**src/rtl/stack_ctrl_pkg.sv**
```systemverilog
// Shared opcodes, FSM state encoding and default sizes for the stack controller.
// Pure declarations: no latency or backpressure of its own.
package stack_ctrl_pkg;

   localparam int DEF_DEPTH = 8;
   localparam int DEF_W     = 8;

   localparam logic [1:0] OP_PUSH = 2'b00;
   localparam logic [1:0] OP_POP  = 2'b01;
   localparam logic [1:0] OP_TOS  = 2'b10;
   localparam logic [1:0] OP_RSVD = 2'b11;

   typedef enum logic [1:0] {
      S_IDLE  = 2'd0,
      S_ISSUE = 2'd1,
      S_WAIT  = 2'd2,
      S_DONE  = 2'd3
   } state_t;

endpackage

```
**src/rtl/stack_ctrl_if.sv**
```systemverilog
// Requester-side bus of the stack controller: two request ports, grant and result.
// No storage; requests are only honoured while ready is high.
interface stack_ctrl_if
   import stack_ctrl_pkg::*;
#(
   parameter int W = DEF_W
);
   logic [1:0]   req;
   logic [1:0]   op0;
   logic [1:0]   op1;
   logic [W-1:0] wdata0;
   logic [W-1:0] wdata1;
   logic         ready;
   logic         gnt_id;
   logic         done;
   logic         err;
   logic [W-1:0] rdata;

   modport master (
      output req, op0, op1, wdata0, wdata1,
      input  ready, gnt_id, done, err, rdata
   );

   modport slave (
      input  req, op0, op1, wdata0, wdata1,
      output ready, gnt_id, done, err, rdata
   );
endinterface

```
**src/rtl/stack_ctrl_rr_arb2.sv**
```systemverilog
// Two-requester round-robin arbiter; grant is combinational, history updates on upd.
// No backpressure: the caller pulses upd only when it accepts the granted request.
module rr_arb2 (
   input  logic       clk,
   input  logic       rst,
   input  logic [1:0] req,
   input  logic       upd,
   output logic       gnt_id
);

   logic last;

   // On a tie the requester not granted last wins; a lone requester always wins.
   always_comb begin
      gnt_id = (req == 2'b11) ? ~last : req[1];
   end

   always_ff @(posedge clk or negedge rst) begin
      if (!rst) begin
         last <= 1'b1;
      end else if (upd) begin
         last <= gnt_id;
      end
   end

endmodule

```
**src/rtl/stack_ctrl.sv**
```systemverilog
// Arbitrated PUSH/POP/TOS controller for an external stack; done 2 cycles after req (3 for POP/TOS).
// One transaction at a time: req is ignored, not queued, while ready is low.
module stack_ctrl
   import stack_ctrl_pkg::*;
#(
   parameter int DEPTH = DEF_DEPTH,
   parameter int W     = DEF_W
) (
   input  logic                   clk,
   input  logic                   rst,
   stack_ctrl_if.slave            bus,
   output logic [$clog2(DEPTH):0] depth,
   output logic                   full,
   output logic                   empty,
   output logic                   stk_push,
   output logic                   stk_pop,
   output logic                   stk_tos,
   output logic [W-1:0]           stk_din,
   input  logic [W-1:0]           stk_dout
);

   localparam int DW = $clog2(DEPTH) + 1;

   state_t       state;
   logic         win;
   logic         accept;
   logic         win_bad;
   logic [1:0]   win_op;
   logic [W-1:0] win_dat;
   logic [1:0]   op_q;
   logic         bad_q;

   always_comb begin
      full  = (depth == DW'(DEPTH));
      empty = (depth == '0);
   end

   always_comb begin
      accept  = (state == S_IDLE) && (bus.req != 2'b00);
      win_op  = win ? bus.op1 : bus.op0;
      win_dat = win ? bus.wdata1 : bus.wdata0;
      win_bad = (win_op == OP_RSVD) ||
                ((win_op == OP_PUSH) && full) ||
                (((win_op == OP_POP) || (win_op == OP_TOS)) && empty);
   end

   rr_arb2 u_arb (
      .clk    (clk),
      .rst    (rst),
      .req    (bus.req),
      .upd    (accept),
      .gnt_id (win)
   );

   // Strobes are decided at the accepting edge so they are registered and
   // live for exactly the ISSUE cycle; depth cannot change while in IDLE.
   always_ff @(posedge clk or negedge rst) begin
      if (!rst) begin
         state      <= S_IDLE;
         bus.ready  <= 1'b1;
         bus.gnt_id <= 1'b0;
         bus.done   <= 1'b0;
         bus.err    <= 1'b0;
         bus.rdata  <= '0;
         depth      <= '0;
         stk_push   <= 1'b0;
         stk_pop    <= 1'b0;
         stk_tos    <= 1'b0;
         stk_din    <= '0;
         op_q       <= OP_PUSH;
         bad_q      <= 1'b0;
      end else begin
         stk_push <= 1'b0;
         stk_pop  <= 1'b0;
         stk_tos  <= 1'b0;
         bus.done <= 1'b0;
         case (state)
            S_IDLE: begin
               if (accept) begin
                  bus.gnt_id <= win;
                  bus.ready  <= 1'b0;
                  bus.err    <= 1'b0;
                  op_q       <= win_op;
                  bad_q      <= win_bad;
                  stk_din    <= win_dat;
                  stk_push   <= !win_bad && (win_op == OP_PUSH);
                  stk_pop    <= !win_bad && (win_op == OP_POP);
                  stk_tos    <= !win_bad && (win_op == OP_TOS);
                  state      <= S_ISSUE;
               end
            end
            S_ISSUE: begin
               if (bad_q) begin
                  bus.err  <= 1'b1;
                  bus.done <= 1'b1;
                  state    <= S_DONE;
               end else if (op_q == OP_PUSH) begin
                  depth    <= depth + DW'(1);
                  bus.done <= 1'b1;
                  state    <= S_DONE;
               end else begin
                  if (op_q == OP_POP) begin
                     depth <= depth - DW'(1);
                  end
                  state <= S_WAIT;
               end
            end
            S_WAIT: begin
               bus.rdata <= stk_dout;
               bus.done  <= 1'b1;
               state     <= S_DONE;
            end
            S_DONE: begin
               bus.err   <= 1'b0;
               bus.ready <= 1'b1;
               state     <= S_IDLE;
            end
            default: begin
               bus.ready <= 1'b1;
               state     <= S_IDLE;
            end
         endcase
      end
   end

endmodule

```
**src/flat_wrapper.sv**
```systemverilog
// flat-port wrapper written by rule: the top's interface ports become plain ports
module stack_ctrl_flat import stack_ctrl_pkg::*;
#(
   parameter int DEPTH = DEF_DEPTH,
   parameter int W     = DEF_W
)
  (clk, rst, depth, full, empty, stk_push, stk_pop, stk_tos, stk_din, stk_dout, bus_req, bus_op0, bus_op1, bus_wdata0, bus_wdata1, bus_ready, bus_gnt_id, bus_done, bus_err, bus_rdata);
  stack_ctrl_if #(.W(W)) bus_i ();
  input  logic clk;
  input  logic rst;
  output logic [$clog2(DEPTH):0] depth;
  output logic full;
  output logic empty;
  output logic stk_push;
  output logic stk_pop;
  output logic stk_tos;
  output logic [W-1:0] stk_din;
  input  logic [W-1:0] stk_dout;
  input wire logic [$bits(bus_i.req)-1:0] bus_req;
  input wire logic [$bits(bus_i.op0)-1:0] bus_op0;
  input wire logic [$bits(bus_i.op1)-1:0] bus_op1;
  input wire logic [$bits(bus_i.wdata0)-1:0] bus_wdata0;
  input wire logic [$bits(bus_i.wdata1)-1:0] bus_wdata1;
  output wire logic [$bits(bus_i.ready)-1:0] bus_ready;
  output wire logic [$bits(bus_i.gnt_id)-1:0] bus_gnt_id;
  output wire logic [$bits(bus_i.done)-1:0] bus_done;
  output wire logic [$bits(bus_i.err)-1:0] bus_err;
  output wire logic [$bits(bus_i.rdata)-1:0] bus_rdata;
  assign bus_i.req = bus_req;
  assign bus_i.op0 = bus_op0;
  assign bus_i.op1 = bus_op1;
  assign bus_i.wdata0 = bus_wdata0;
  assign bus_i.wdata1 = bus_wdata1;
  assign bus_ready = bus_i.ready;
  assign bus_gnt_id = bus_i.gnt_id;
  assign bus_done = bus_i.done;
  assign bus_err = bus_i.err;
  assign bus_rdata = bus_i.rdata;
  stack_ctrl #(.DEPTH(DEPTH), .W(W)) u_core (.clk(clk), .rst(rst), .bus(bus_i), .depth(depth), .full(full), .empty(empty), .stk_push(stk_push), .stk_pop(stk_pop), .stk_tos(stk_tos), .stk_din(stk_din), .stk_dout(stk_dout));
endmodule
```
**config.mk**
```make
export PLATFORM = sky130hd
export DESIGN_NAME = stack_ctrl_flat
export DESIGN_NICKNAME = d
export VERILOG_FILES = /design/src/rtl/stack_ctrl_pkg.sv /design/src/rtl/stack_ctrl_if.sv /design/src/rtl/stack_ctrl_rr_arb2.sv /design/src/rtl/stack_ctrl.sv /design/src/flat_wrapper.sv
export SDC_FILE = /design/constraint.sdc
export NUM_CORES = 1
export LEC_CHECK = 0
export CORE_MARGIN = 3
export CORE_UTILIZATION = 39
export CTS_CLUSTER_DIAMETER = 60
export DETAILED_ROUTE_END_ITERATION = 8
export GPL_ROUTABILITY_DRIVEN = 0
export GPL_TIMING_DRIVEN = 1
export PLACE_DENSITY_LB_ADDON = 0.3
export SYNTH_ARGS = -nofsm -noshare
export SYNTH_HDL_FRONTEND = slang
export SYNTH_HIERARCHICAL = 1
export SYNTH_SLANG_ARGS = --single-unit
export TNS_END_PERCENT = 20
```
**constraint.sdc**
```tcl
create_clock -name clk -period 1.9 [get_ports clk]
set_clock_uncertainty 0.05 [all_clocks]
set_input_delay 0.38 -clock clk [delete_from_list [all_inputs] [get_ports clk]]
set_output_delay 0.38 -clock clk [all_outputs]
set_load 0.005 [all_outputs]
```
# After elaboration in Yosys (flattened, before gate mapping)
# Index checks and enable logic that the tools add are counted.
[totals] register_bits=33 word_cells=73
[op_classes] n_addsub=2 eq_ne=11 n_mux=22 n_bitwise=2 reduce_logical=22
[ops] operator="1-bit two-way mux" count=12
[ops] operator="2-bit equality test (second input constant)" count=5
[ops] operator="4-bit two-way mux" count=2
[ops] operator="8-bit two-way mux" count=1
[ops] operator="2-bit case mux with 4 select lines" count=1
[ops] operator="2-bit by 1-bit equality test with 1-bit output (second input constant)" count=3
[ops] operator="1-bit logical AND" count=6
[ops] operator="2-bit logical NOT" count=3
[ops] operator="2-bit two-way mux" count=3
[ops] operator="3-bit AND reduction" count=2
[ops] operator="2-bit nonzero test" count=3
[ops] operator="4-bit by 1-bit adder with 4-bit output (second input constant)" count=1
[ops] operator="4-bit equality test (second input constant)" count=1
[ops] operator="4-bit logical NOT" count=1
[ops] operator="2-bit by 1-bit inequality test with 1-bit output (second input constant)" count=2
[ops] operator="1-bit case mux with 2 select lines" count=2
[ops] operator="2-bit AND reduction" count=2
[ops] operator="4-bit by 1-bit subtractor with 4-bit output (second input constant)" count=1
[ops] operator="1-bit logical OR" count=3
[ops] operator="1-bit case mux with 3 select lines" count=1
[ops] operator="3-bit nonzero test" count=1
[ops] operator="1-bit NOT" count=2
[ops] operator="1-bit logical NOT" count=1

# Depth between registers and ports, before layout
[depth] ltp_word=11 ltp_mapped=8 mapped_depth_nobuf=7

# Hierarchy
# The synthesis kept the hierarchy.
[by_module_without_submodules] mod="stack_ctrl" n_inst=1 cells_each=130 area_each_um2=1547.7 seq_area_each_um2=802.0
[by_module_without_submodules] mod="rr_arb2" n_inst=1 cells_each=3 area_each_um2=52.6 seq_area_each_um2=26.3

# Worst setup path before layout
# Ideal clock, no wire load.
[synth_timing] path_type="input port to flip-flop" from="input port bus_req[1]" to="register u_core.stk_pop" setup_time_ns=0.066 t_arrival_ns=1.892 path_slack_ns=-0.108 cell_stages=8 n_path_buf=1 path_cell_list="a21boi_2 buf_4 mux2i_1 ha_1 mux2i_1 nor4_1 nor3_1 and2_1"
[synth_between] elab_chain_cells=11
[synth_lines] element="start, declared" line_no="flat_wrapper.sv:19" rtl="input wire logic [$bits(bus_i.req)-1:0] bus_req;"
[synth_lines] element="2-bit equality test" line_no="stack_ctrl_rr_arb2.sv:15" rtl="gnt_id = (req == 2'b11) ? ~last : req[1];"
[synth_lines] element="1-bit two-way mux" line_no="stack_ctrl_rr_arb2.sv:15"
[synth_lines] element="2-bit two-way mux" line_no="stack_ctrl.sv:40" rtl="win_op = win ? bus.op1 : bus.op0;"
[synth_lines] element="2-bit by 1-bit equality test with 1-bit output, or another cell as far along" line_no="stack_ctrl.sv:44, stack_ctrl.sv:87"
[synth_lines] element="1-bit logical OR or 1-bit logical AND (tied branches)" line_no="stack_ctrl.sv:44, stack_ctrl.sv:43"
[synth_lines] element="1-bit logical AND or 1-bit logical OR (tied branches)" line_no="stack_ctrl.sv:44, stack_ctrl.sv:42"
[synth_lines] element="1-bit logical OR" line_no="stack_ctrl.sv:43" rtl="((win_op == OP_PUSH) && full) ||"
[synth_lines] element="1-bit logical NOT" line_no="stack_ctrl.sv:87" rtl="stk_pop <= !win_bad && (win_op == OP_POP);"
[synth_lines] element="1-bit logical AND" line_no="stack_ctrl.sv:87"
[synth_lines] element="1-bit two-way mux (*)" line_no="stack_ctrl.sv:79" rtl="if (accept) begin"
[synth_lines] element="1-bit two-way mux (*)" line_no="stack_ctrl.sv:77" rtl="case (state)"
[synth_lines] element="end signal, assigned" line_no="stack_ctrl.sv:87"
[synth_lines] element="end, declared" line_no="stack_ctrl.sv:16" rtl="output logic stk_pop,"
# Every way passes the cells marked *; elsewhere a longest branch is shown, timed or not.
# A chain may end at the register's enable or synchronous reset.

# Worst setup path after layout
[layout_timing] from="register u_core.u_arb.last" to="register u_core.stk_pop"
[layout_between] elab_chain_cells=11
[layout_lines] element="start, declared" line_no="stack_ctrl_rr_arb2.sv:11" rtl="logic last;"
[layout_lines] element="start signal, assigned" line_no="stack_ctrl_rr_arb2.sv:22" rtl="last <= gnt_id;"
[layout_lines] element="1-bit NOT (*)" line_no="stack_ctrl_rr_arb2.sv:15"
[layout_lines] element="1-bit two-way mux (*)" line_no="stack_ctrl_rr_arb2.sv:15"
[layout_lines] element="named net u_core.win" line_no="stack_ctrl.sv:25" rtl="logic win;"
[layout_lines] element="2-bit two-way mux (*)" line_no="stack_ctrl.sv:40"
[layout_lines] element="2-bit by 1-bit equality test with 1-bit output, or another cell as far along" line_no="stack_ctrl.sv:44, stack_ctrl.sv:87"
[layout_lines] element="1-bit logical OR or 1-bit logical AND (tied branches)" line_no="stack_ctrl.sv:44, stack_ctrl.sv:43"
[layout_lines] element="1-bit logical AND or 1-bit logical OR (tied branches)" line_no="stack_ctrl.sv:44, stack_ctrl.sv:42"
[layout_lines] element="1-bit logical OR" line_no="stack_ctrl.sv:43"
[layout_lines] element="1-bit logical NOT" line_no="stack_ctrl.sv:87"
[layout_lines] element="1-bit logical AND (*)" line_no="stack_ctrl.sv:87"
[layout_lines] element="1-bit two-way mux (*)" line_no="stack_ctrl.sv:79"
[layout_lines] element="1-bit two-way mux (*)" line_no="stack_ctrl.sv:77"
# Mark *: on every way through the listed nets, which the timed path passes. The rest lies on a longest branch.

==> run_results.csv <==
group,metric,value,unit
synthesis,synth_top_family_by_area,"multiplexers",
synthesis,synth_seq_cells,33,
critical_path,path_cells,"a21boi_4 > mux2i_4 > ha_1 > mux2i_1 > nor4_2 > nor3_2 > and2_1",
final_layout,num-fill-cells,300,
critical_path,cp_top_family,"flip-flops",
floorplanning,die_w,70.1,um
placement,dpl_worst_slack,-633,ps
synthesis,synthMostInstantiatedCell,"dfrtp_1",
final_layout,fin_cells,259,
synthesis,syn_area_per_cell,12.0,um2
hold_path,hold_end,"u_core/stk_din[2]",
synthesis,yosys.area.top_type,"dfrtp_1",
timing,period_needed,1940,ps
timing,finalHoldViolCount,0,
critical_path,worstPathRequired,2020,ps
floorplanning,dieArea,4910,um2
critical_path,cp_slowest_cell,"dfstp_2",
clocking,htreeDepth,2,
clocking,cts.path.max_buffers,2,
timing,period_share,1.02,
critical_path,r2r-end,"u_core/stk_pop",
critical_path,rrSetupSlack,-40,ps
power_and_ir_drop,power.leakage,1.12,nW
power_and_ir_drop,powerDensity,1470,nW/um2
synthesis,synthMuxAreaShare,0.155,
final_layout,multi_input_area,768,um2
timing,tightest_slew,407,ps
critical_path,crit_path_max_fanout,4,
timing,rsz0062_at_grt,"true",
clocking,cts_buffers,5,
timing,timing.final.ws_setup,-38.7,ps
synthesis,synth_area_leaders,"dfrtp_1 (48%), ha_1 (9.4%), mux2i_1 (7.5%), mux2_2 (7.0%), o21ai_0 (3.4%)",
timing,slew-limit-headroom,0.729,
global_route,track_usage,0.160,
run,maxCapViolCount,0,
route,vias_per_cell,4.80,
critical_path,r2r_cells,7,
clocking,post_cts_buffers,0,
hold_path,min_from,"u_core/stk_din[2]",
floorplanning,ioPinCount,61,
route,vias,1243,
timing,holdWs,434,ps
timing,slew_violations,0,
clocking,cts_sinks,33,
synthesis,synthCells,133,
synthesis,ys_async_sr_fraction,1.00,
global_route,grt.overflow.total,0,
floorplanning,rows,22,
synthesis,synth_commonest_cells,"dfrtp_1 (31), nand2_1 (14), ha_1 (12), mux2i_1 (12), o21ai_0 (11)",
clocking,clkTransAtPathRegs,60,ps
synthesis,synth_flop_cell,"dfrtp_1",
route,drc,0,
floorplanning,start_util,0.421,
global_route,grt_max_degree,34,
synthesis,synth-simple-area-share,0.0985,
critical_path,startpoint_type,"flip-flop",
critical_path,worst_setup_path_end_kind,"flip-flop",
placement,post-dp-hpwl,2750,um
placement,placed_cells,251,
critical_path,arrival,2060,ps
synthesis,yosysUniqueCellTypes,30,
critical_path,crit_buf_inv,0,
final_layout,diodes,0,
critical_path,setup.worst_path.class,"flip-flop to flip-flop",
final_layout,fin_nets,255,
global_route,antenna_found_initial,0,
status,status,"finished, violations left",
global_route,grt_pass1_vias,1378,
synthesis,yosysTopAreaCellShare,0.485,
hold_path,holdPathStages,2,
synthesis,synth_compound_area_frac,0.0782,
synthesis,synth-xor-area-share,0.0164,
critical_path,critPathMaxStageDelay,560,ps
timing,achievable-frequency,0.516,GHz
route,firstDrtPassIters,4,
synthesis,synthAdderAreaFrac,0.106,
placement,numPortBuffers,60,
clocking,clock_latency,280,ps
route,wl,3470,um
clocking,cts_tree,"yes",
hold_path,hp-class,"flip-flop to flip-flop",
power_and_ir_drop,peakVddDrop,0.775,mV
floorplanning,core-area,3800,um2
timing,setup_viol,3,
route,drt_iter0_drc,56,
synthesis,yosysWarnings,6,
global_route,grt_pass1_wl,6170,um
floorplanning,die_h,70.1,um
final_layout,seqCellArea,830,um2
clocking,holdBufCountCts,0,
final_layout,drive_gt1_frac,0.204,
synthesis,synth_edf_count,0,
synthesis,synth_nets,178,
synthesis,yosysSeqAreaShare,0.518,
status,violations,"negative setup slack",
clocking,cts-root-buf,"clkbuf_8",
route,ant_nets,0,
critical_path,rr_startpoint,"u_core/u_arb/last",
synthesis,syn-cell-area,1600,um2
route,avgRoutedWirePerCell,13.4,um
final_layout,area_growth,53.9,%
## tightest hold or removal path, cell delays in order, from the launching register on
cell,delay [ps]
dfrtp_1,340
nand2_1,50
o21ai_0,60
## sequential cells by signal (all words and copies together) (netlist names)
| signal | count |
|---|---|
| u_core/bus.rdata | 8 |
| u_core/stk_din | 8 |
| u_core/depth | 4 |
| u_core/op_q | 2 |
| u_core/state | 2 |
| u_core/bad_q | 1 |
| u_core/bus.done | 1 |
| u_core/bus.err | 1 |
| u_core/bus.gnt_id | 1 |
| u_core/bus.ready | 1 |
| u_core/stk_pop | 1 |
| u_core/stk_push | 1 |
| u_core/stk_tos | 1 |
| u_core/u_arb/last | 1 |
## timing repair
item | CTS | global route
pin swaps | 7 | 0
gates resized for setup | 6 | 4
setup endpoints to repair | 7 | 5
## cell families after synthesis
kind of cell	count (synthesis)
flip-flops	33
AND/OR/NAND/NOR	30
multiplexers	23
AO/OA/AOI/OAI	21
adder cells (fa/ha/maj)	13
buffers and inverters	10
XOR/XNOR	3
## per-stage QoR
step | total power [mW] | util | setup TNS, ps | area (um2)
floorplan | 2.17 | - | -181 | 1620
global placement | 3.01 | 0.622 | -1940 | 2360
detailed placement | 3.11 | 0.622 | -2470 | 2360
CTS | 3.64 | 0.644 | -272 | 2450
global route | 3.93 | 0.649 | -414 | 2460
finish | 3.61 | 0.649 | -106 | 2460
## layout by cell type (no fill, tap or decap), types with 2 or more instances in the layout
cell type / count
clkdlybuf4s50_1: 56
dfrtp_1: 30
buf_4: 14
nand2_1: 14
ha_1: 12
o21ai_0: 11
mux2i_1: 10
mux2_2: 10
inv_1: 6
clkbuf_8: 5
dlygate4sd2_1: 4
and2_1: 4
a21oi_1: 3
nor2_1: 3
clkinv_2: 2
xor2_1: 2
dfstp_2: 2
## metal layers
layer / global-route usage / vias up / part of all wire
li1: - / 608 / -
met1: 0.175 / 589 / 0.38
met2: 0.281 / 38 / 0.53
met3: 0.0489 / 8 / 0.063
met4: 0.0766 / 0 / 0.022
met5: 0 / - / 0
## layout make-up
class,instances,area share
inverter,6,0.00914
clock inverter,2,0.00406
tap,48,0.0244
sequential,33,0.337
timing repair buffer,74,0.284
multi-input combinational,90,0.312
clock buffer,6,0.0295
## power breakdown
group	internal [mW]	total, mW	leakage (nW)	switching (mW)
Sequential	1.05	1.29	0.398	0.235
Clock	0.253	0.489	0.0450	0.236
Combinational	1.11	1.83	0.681	0.721
## worst max path at each step
stage	startpoint	endpoint	slack, ps	depth (start not counted)
2_1_floorplan	bus_req[1]	u_core/stk_pop	-50	8
3_3_place_gp	bus_req[1]	u_core/stk_push	-500	8
3_5_place_dp	bus_req[1]	u_core/stk_pop	-630	8
4_1_cts	u_core/u_arb/last	u_core/stk_pop	-80	7
5_1_grt	u_core/u_arb/last	u_core/stk_push	-120	7
6_report	u_core/u_arb/last	u_core/stk_pop	-40	7
Power figures use the tool's default switching activity.
